## src/rtl/conv_out_writer.sv

```systemverilog
// Output-side sink for the convolution pixel stream: packs PACK pixels per SRAM word,
// tracks row/column, flushes a masked partial word at frame end and flags protocol errors.
module conv_out_writer #(
  parameter int unsigned DATA_W    = 8,
  parameter int unsigned PACK      = 4,
  parameter int unsigned OUT_W     = 28,
  parameter int unsigned OUT_H     = 28,
  parameter int unsigned ADDR_W    = 10,
  parameter int unsigned BASE_ADDR = 0,
  localparam int unsigned RW = (OUT_H > 1) ? $clog2(OUT_H) : 1,
  localparam int unsigned CW = (OUT_W > 1) ? $clog2(OUT_W) : 1,
  localparam int unsigned LW = $clog2(PACK)
) (
  input  logic                   clk,
  input  logic                   rst_n,
  input  logic                   start,
  input  logic                   in_valid,
  input  logic [DATA_W-1:0]      in_data,
  output logic                   wr_en,
  output logic [ADDR_W-1:0]      wr_addr,
  output logic [PACK*DATA_W-1:0] wr_data,
  output logic [PACK-1:0]        wr_mask,
  output logic                   busy,
  output logic                   frame_done,
  output logic                   err,
  output logic [RW-1:0]          row,
  output logic [CW-1:0]          col
);

  typedef enum logic [1:0] {S_IDLE, S_RUN, S_FLUSH, S_DONE} state_t;

  state_t                 state_q, state_d;
  logic [LW-1:0]          lane_q, lane_d;
  logic [PACK*DATA_W-1:0] buf_q, buf_d;
  logic [ADDR_W-1:0]      addr_q, addr_d;
  logic [RW-1:0]          row_q, row_d;
  logic [CW-1:0]          col_q, col_d;
  logic                   wr_en_q, wr_en_d;
  logic [ADDR_W-1:0]      wr_addr_q, wr_addr_d;
  logic [PACK*DATA_W-1:0] wr_data_q, wr_data_d;
  logic [PACK-1:0]        wr_mask_q, wr_mask_d;
  logic                   busy_q, busy_d;
  logic                   done_q, done_d;
  logic                   err_q, err_d;

  logic [PACK*DATA_W-1:0] buf_fill;
  logic [PACK-1:0]        mask_part;
  logic                   accept, last_pix;

  assign accept   = (state_q == S_RUN) && in_valid;
  assign last_pix = accept && (row_q == RW'(OUT_H - 1)) && (col_q == CW'(OUT_W - 1));

  always_comb begin
    buf_fill  = buf_q;
    mask_part = '0;
    for (int unsigned k = 0; k < PACK; k++) begin
      if (LW'(k) == lane_q) buf_fill[k*DATA_W +: DATA_W] = in_data;
      mask_part[k] = (LW'(k) <= lane_q);
    end
  end

  always_comb begin
    state_d   = state_q;
    lane_d    = lane_q;
    buf_d     = buf_q;
    addr_d    = addr_q;
    row_d     = row_q;
    col_d     = col_q;
    wr_en_d   = 1'b0;
    wr_addr_d = wr_addr_q;
    wr_data_d = wr_data_q;
    wr_mask_d = '0;
    err_d     = err_q;

    case (state_q)
      S_IDLE: begin
        if (start) begin
          state_d = S_RUN;
          lane_d  = '0;
          buf_d   = '0;
          addr_d  = ADDR_W'(BASE_ADDR);
          row_d   = '0;
          col_d   = '0;
          err_d   = 1'b0;
        end
      end
      S_RUN: begin
        if (accept) begin
          lane_d = lane_q + LW'(1);
          if (col_q == CW'(OUT_W - 1)) begin
            col_d = '0;
            row_d = row_q + RW'(1);
          end else begin
            col_d = col_q + CW'(1);
          end
          // Full words and the final partial word both leave through the same
          // registered write port; the partial one is emitted during FLUSH.
          if (lane_q == LW'(PACK - 1) || last_pix) begin
            wr_en_d   = 1'b1;
            wr_addr_d = addr_q;
            wr_data_d = buf_fill;
            wr_mask_d = mask_part;
            addr_d    = addr_q + ADDR_W'(1);
            buf_d     = '0;
          end else begin
            buf_d = buf_fill;
          end
          if (last_pix) begin
            state_d = S_FLUSH;
            row_d   = '0;
            col_d   = '0;
          end
        end
      end
      S_FLUSH: state_d = S_DONE;
      S_DONE:  state_d = S_IDLE;
      default: state_d = S_IDLE;
    endcase

    if (in_valid && state_q != S_RUN) err_d = 1'b1;

    busy_d = (state_d == S_RUN) || (state_d == S_FLUSH);
    done_d = (state_d == S_DONE);
  end

  always_ff @(posedge clk or negedge rst_n) begin
    if (!rst_n) begin
      state_q   <= S_IDLE;
      lane_q    <= '0;
      buf_q     <= '0;
      addr_q    <= ADDR_W'(BASE_ADDR);
      row_q     <= '0;
      col_q     <= '0;
      wr_en_q   <= 1'b0;
      wr_addr_q <= ADDR_W'(BASE_ADDR);
      wr_data_q <= '0;
      wr_mask_q <= '0;
      busy_q    <= 1'b0;
      done_q    <= 1'b0;
      err_q     <= 1'b0;
    end else begin
      state_q   <= state_d;
      lane_q    <= lane_d;
      buf_q     <= buf_d;
      addr_q    <= addr_d;
      row_q     <= row_d;
      col_q     <= col_d;
      wr_en_q   <= wr_en_d;
      wr_addr_q <= wr_addr_d;
      wr_data_q <= wr_data_d;
      wr_mask_q <= wr_mask_d;
      busy_q    <= busy_d;
      done_q    <= done_d;
      err_q     <= err_d;
    end
  end

  assign wr_en      = wr_en_q;
  assign wr_addr    = wr_addr_q;
  assign wr_data    = wr_data_q;
  assign wr_mask    = wr_mask_q;
  assign busy       = busy_q;
  assign frame_done = done_q;
  assign err        = err_q;
  assign row        = row_q;
  assign col        = col_q;

endmodule

```

## config.mk

```make
export PLATFORM = sky130hd
export DESIGN_NAME = conv_out_writer
export DESIGN_NICKNAME = d
export VERILOG_FILES = /design/src/rtl/conv_out_writer.sv
export SDC_FILE = /design/constraint.sdc
export NUM_CORES = 1
export LEC_CHECK = 0
export ABC_AREA = 1
export BUFFER_PORTS_ARGS = -buffer_cell sky130_fd_sc_hd__buf_2
export CORE_AREA = 2 2 101 103
export DETAILED_ROUTE_END_ITERATION = 16
export DIE_AREA = 0 0 103 105
export PLACE_DENSITY = 0.78
export SYNTH_ARGS = -nofsm -noshare
export SYNTH_HDL_FRONTEND = slang
export SYNTH_SLANG_ARGS = --single-unit
```

## constraint.sdc

```tcl
create_clock -name clk -period 3.4 [get_ports clk]
set_input_delay 0.51 -clock clk [delete_from_list [all_inputs] [get_ports clk]]
set_output_delay 0.51 -clock clk [all_outputs]
set_load 0.005 [all_outputs]
```

Word level (Yosys, flattened, before mapping)
Index checks and enable logic that the tools add are counted.
W data, S select, Z words.
Word-level totals
  flip-flop bits (word level): 106
  output and inout port bits: 60
  word-level logic and storage cells: 91
Operators by class
  add/subtract/negate cells: 4
  order comparisons: 4
  equal/unequal tests: 17
  muxes and demuxes: 37
  reductions and logical operators: 16
Operators with widths (number)
  $mux W32: 3
  $pmux W32 S2: 1
  $mux W5: 7
  $mux W8: 4
  $mux W10: 3
  $pmux W10 S2: 1
  $pmux W5 S2: 2
  $mux W4: 3
  $add A10 B1 Y10 const B: 1
  $add A5 B1 Y5 const B: 2
  $eq A2 B2 Y1 const B: 5
  $eq A5 B5 Y1 const B: 2
  $mux W2: 5
  $pmux W2 S4: 1
  $reduce_and A4 Y1: 2
  $mux W1: 6
  $reduce_and A3 Y1: 2
  $reduce_bool A2 Y1: 3
  $eq A2 B1 Y1 const B: 2
  $eq A2 B2 Y1 const A: 2
  $le A1 B2 Y1 const A: 2
  $le A2 B2 Y1 const A: 2
  $logic_and A1 B1 Y1: 4
  $logic_not A2 Y1: 2
  other kinds (8): 11

Depth between registers and ports, before layout
  depth in word-level cells: 9
  depth in mapped cells: 10
  mapped depth without buffers: 9

Least setup slack after synthesis
No wires, ideal clock.
  path kind: reg-to-reg
  start: reg col_q[0] (netlist: col[0])
  end: reg wr_data_q[10] (netlist: wr_data[10])
  library setup time: 0.116 ns
  arrival time: 1.427 ns
  slack: 1.856 ns
  stages on the path, launching flop included: 11
  cells stage by stage: dfrtp_1 ha_1 nand2_1 nor2_1 nand3_2 nand2_2 inv_2 buf_6 buf_6 nand2_1 nand2_1
Between the ends
  longest elaborated chain between the ends: 4
Ends and longest elaborated chain
  from (decl): line 37  | logic [CW-1:0] col_q, col_d;
  from (signal assigned): line 147  | col_q <= col_d;
  $eq A5 B5 Y1: line 51  | assign last_pix = accept && (row_q == RW'(OUT_H - 1)) && (col_q == CW'(OUT_W - 1));
  $logic_and A1 B1 Y1: line 51
  $logic_or A1 B1 Y1: line 98  | if (lane_q == LW'(PACK - 1) || last_pix) begin
  $reduce_and A3 Y1 (no source line)
  to (signal assigned): line 150  | wr_data_q <= wr_data_d;
  to (decl): line 40  | logic [PACK*DATA_W-1:0] wr_data_q, wr_data_d;
No other way between the ends.
A chain may end at the register's enable or synchronous reset.

Final worst setup path
  start: reg state_q[1]
  end: reg wr_addr_q[9] (netlist: wr_addr[9])
Between the ends
  longest elaborated chain between the ends: 6
Ends and longest elaborated chain
  from (decl): line 32  | state_t state_q, state_d;
  from (signal assigned): line 142  | state_q <= state_d;
  $eq A2 B1 Y1 *: line 50, 75
  $logic_and A1 B1 Y1: line 50  | assign accept = (state_q == S_RUN) && in_valid;
  $logic_and A1 B1 Y1 (2 in a row): line 51
  $logic_or A1 B1 Y1: line 98
  $reduce_and A3 Y1 (no source line) *
  to (signal assigned): line 135  | wr_addr_q <= ADDR_W'(BASE_ADDR);
  to (signal assigned): line 149  | wr_addr_q <= wr_addr_d;
  to (decl): line 39  | logic [ADDR_W-1:0] wr_addr_q, wr_addr_d;
Mark *: on every way between the ends. The rest lies on a longest branch, timed or not.

==> metrics <==
max-slew violation count 0; Final Skew 0.0101 ns; Num CTS Buffers 9; commonest cells after routing, fill and taps aside 223 x nand2_1, 105 x dfrtp_1, 70 x buf_2; antenna violations before repair 0; placed cells 752; Reg area 0.00263 sq mm; Startpoint Class flip-flop; diodes inserted 0; htree depth 3; first drt pass iteration count 5; Horiz. Die Dim 103 um; Arr. time, crit path 2.71 ns; Yosys warning count 0; final critical-path required period 2.49 ns; clock-pin slew on the worst setup and hold paths 0.09 ns; vias in the first global route 3779; DP Area 0.00517 sq mm; RSZ-0062 raised after global routing no; Synth top area share 55.5%; ranking of synthesized cells by area dfrtp_1 55%, nand2_1 18%, inv_1 4.5%; Final Power 4.10 mW; Syn Nets 589; Die Y 105 um; Starting Density 49.1%; sequential-to-total area share from yosys stat 55.5%; vias per inst 5.13; final non-filler cell total 768; Final Hold Viols 0; CTS tree done; core footprint 0.00964 sq mm; root buf cell clkbuf_8; slew margin rel. 43.1%; total track usage 20.9%; row count 36; Synth Register Bits 105; # setup viols final 0; final WL 10800 um; GP Congestion 0.839; Worst-Margin Slew 0.851 ns; Post-Synthesis Cells 569; Fillers 875; Distinct cells, synth 27; vias post-DR 3936; DR WL/cell 14.0 um; GRT overflow 0; commonest non-fill, non-tap cell in the layout nand2_1; Worst Setup End Kind flip-flop; Final ANT Viol Nets 0; Worst VDD drop 556 uV; maximum clock path buffer count 2; Syn Std Cell Area 0.00474 sq mm; period utilization 73.4%; Post-CTS Setup Bufs 0; Max Cap Viol 0; drc violations 0; pwr/cell area 760 mW/mm^2; WP data required 3.62 ns; worst hold slack 0.137 ns; largest net degree at the start of global routing 60; DP HPWL 7410 um; Area Overhead vs Synth 13.9%; fmax 401 MHz; Worst-Skew Late Latency 0.36 ns; nets 650; CTS resizes 0; multi-input logic area 0.00175 sq mm; status finished, final reports clean; top-level I/O count 72; WS Path Type flip-flop to flip-flop; crit path max fanout 49; fin area 0.00540 sq mm; TNS Setup 0 ns; IO Port Bufs 71; cell taking the most area after synthesis dfrtp_1; layout cells sized above 1 15.7%; CTS Sinks 105; Syn Area/Cell 8.32 sq um; first-pass GRT wire length 18000 um; Die ar. 0.0108 sq mm; Hold-fix buffers, CTS 0; Hold Path Class primary input to async pin; DRT iter0 DRCs 201; leakage power 2.90 nW
critical path: stages, from the launching register on:
cell and delay (ns):
dfrtp_1 0.42, inv_1 0.12, nand2_2 0.14, nor2_4 0.11, buf_4 0.32, nand3_2 0.19
nand2_2 0.36, inv_2 0.42, nand2_1 0.14, o21ai_0 0.09
registers in the layout, summed over array words and instances, names as in the netlist:
signal	count
err	1
frame_done	1
wr_mask	4
wr_data	32
state_q	2
row	5
col	5
addr_q	10
busy	1
buf_q	32
lane_q	2
wr_addr	10
layer usage:
layer	global-route usage, %	part of all wire [%]
met5	0	0
met4	6.95	2.0
met3	3.41	5.7
met2	32.5	47
met1	29.9	45
layout make-up:
| type | count | share of cell area, % |
|---|---|---|
| Sequential cell | 105 | 48.7 |
| Multi-Input combinational cell | 379 | 32.4 |
| Timing Repair Buffer | 75 | 7.42 |
| Inverter | 60 | 4.17 |
| Tap cell | 133 | 3.08 |
| Clock buffer | 12 | 2.88 |
| Clock inverter | 4 | 1.37 |
final timing paths:
check / from / end / slack, ns / cells past startpoint
max: state_q[1] / wr_addr[9] / 0.91 / 9
min: rst_n / busy / 0.14 / 1
max reg2reg: state_q[1] / wr_addr[9] / 0.91 / 9
min reg2reg: wr_addr[8] / wr_addr[8] / 0.48 / 2
max in group asynchronous: rst_n / buf_q[26] / 2.54 / 2
min in group clk: in_data[0] / wr_data[24] / 0.46 / 3
Yosys cell counts:
| library cell | instances |
|---|---|
| nor2_1 | 23 |
| nand4_1 | 3 |
| buf_4 | 2 |
| o21bai_1 | 1 |
| nor2_2 | 1 |
| nor3b_1 | 1 |
| o211ai_1 | 10 |
| buf_6 | 2 |
| ha_1 | 8 |
| nand2_1 | 223 |
| a21oi_1 | 11 |
| nor2_4 | 1 |
| inv_1 | 57 |
| xor2_1 | 2 |
| dfrtp_1 | 105 |
| inv_2 | 2 |
| nand2_2 | 4 |
| o22ai_1 | 25 |
| buf_2 | 16 |
| o21ai_1 | 4 |
| nor3_1 | 2 |
| o21a_1 | 1 |
| nand3_2 | 2 |
| nand3_1 | 17 |
| clkbuf_1 | 5 |
| clkinv_1 | 1 |
| o21ai_0 | 40 |
logic make-up after synthesis:
logic type,count (synthesis),synth area share (%)
and+or+nand+nor,277,23.4
AOI/OAI and AO/OA,92,11.0
DFF,105,55.5
xor gates and xnor gates,2,0.370
buffers and inverters,85,7.64
adders and majority gates,8,2.11
stage by stage:
step                      worst slack, ns  util, %
after CTS                           0.929     56.0
after detailed placement            0.947     53.6
after global routing                0.659     56.0
after floorplan                      1.86        -
final                               0.905     56.0
after global placement               1.07     53.6
where the power goes:
group	leakage, nW	switching (mW)	internal [mW]
clock	0.117	0.415	0.457
sequential	1.42	0.198	1.62
combinational	1.36	0.924	0.489
Note: power is estimated with default switching activity, not from simulation.
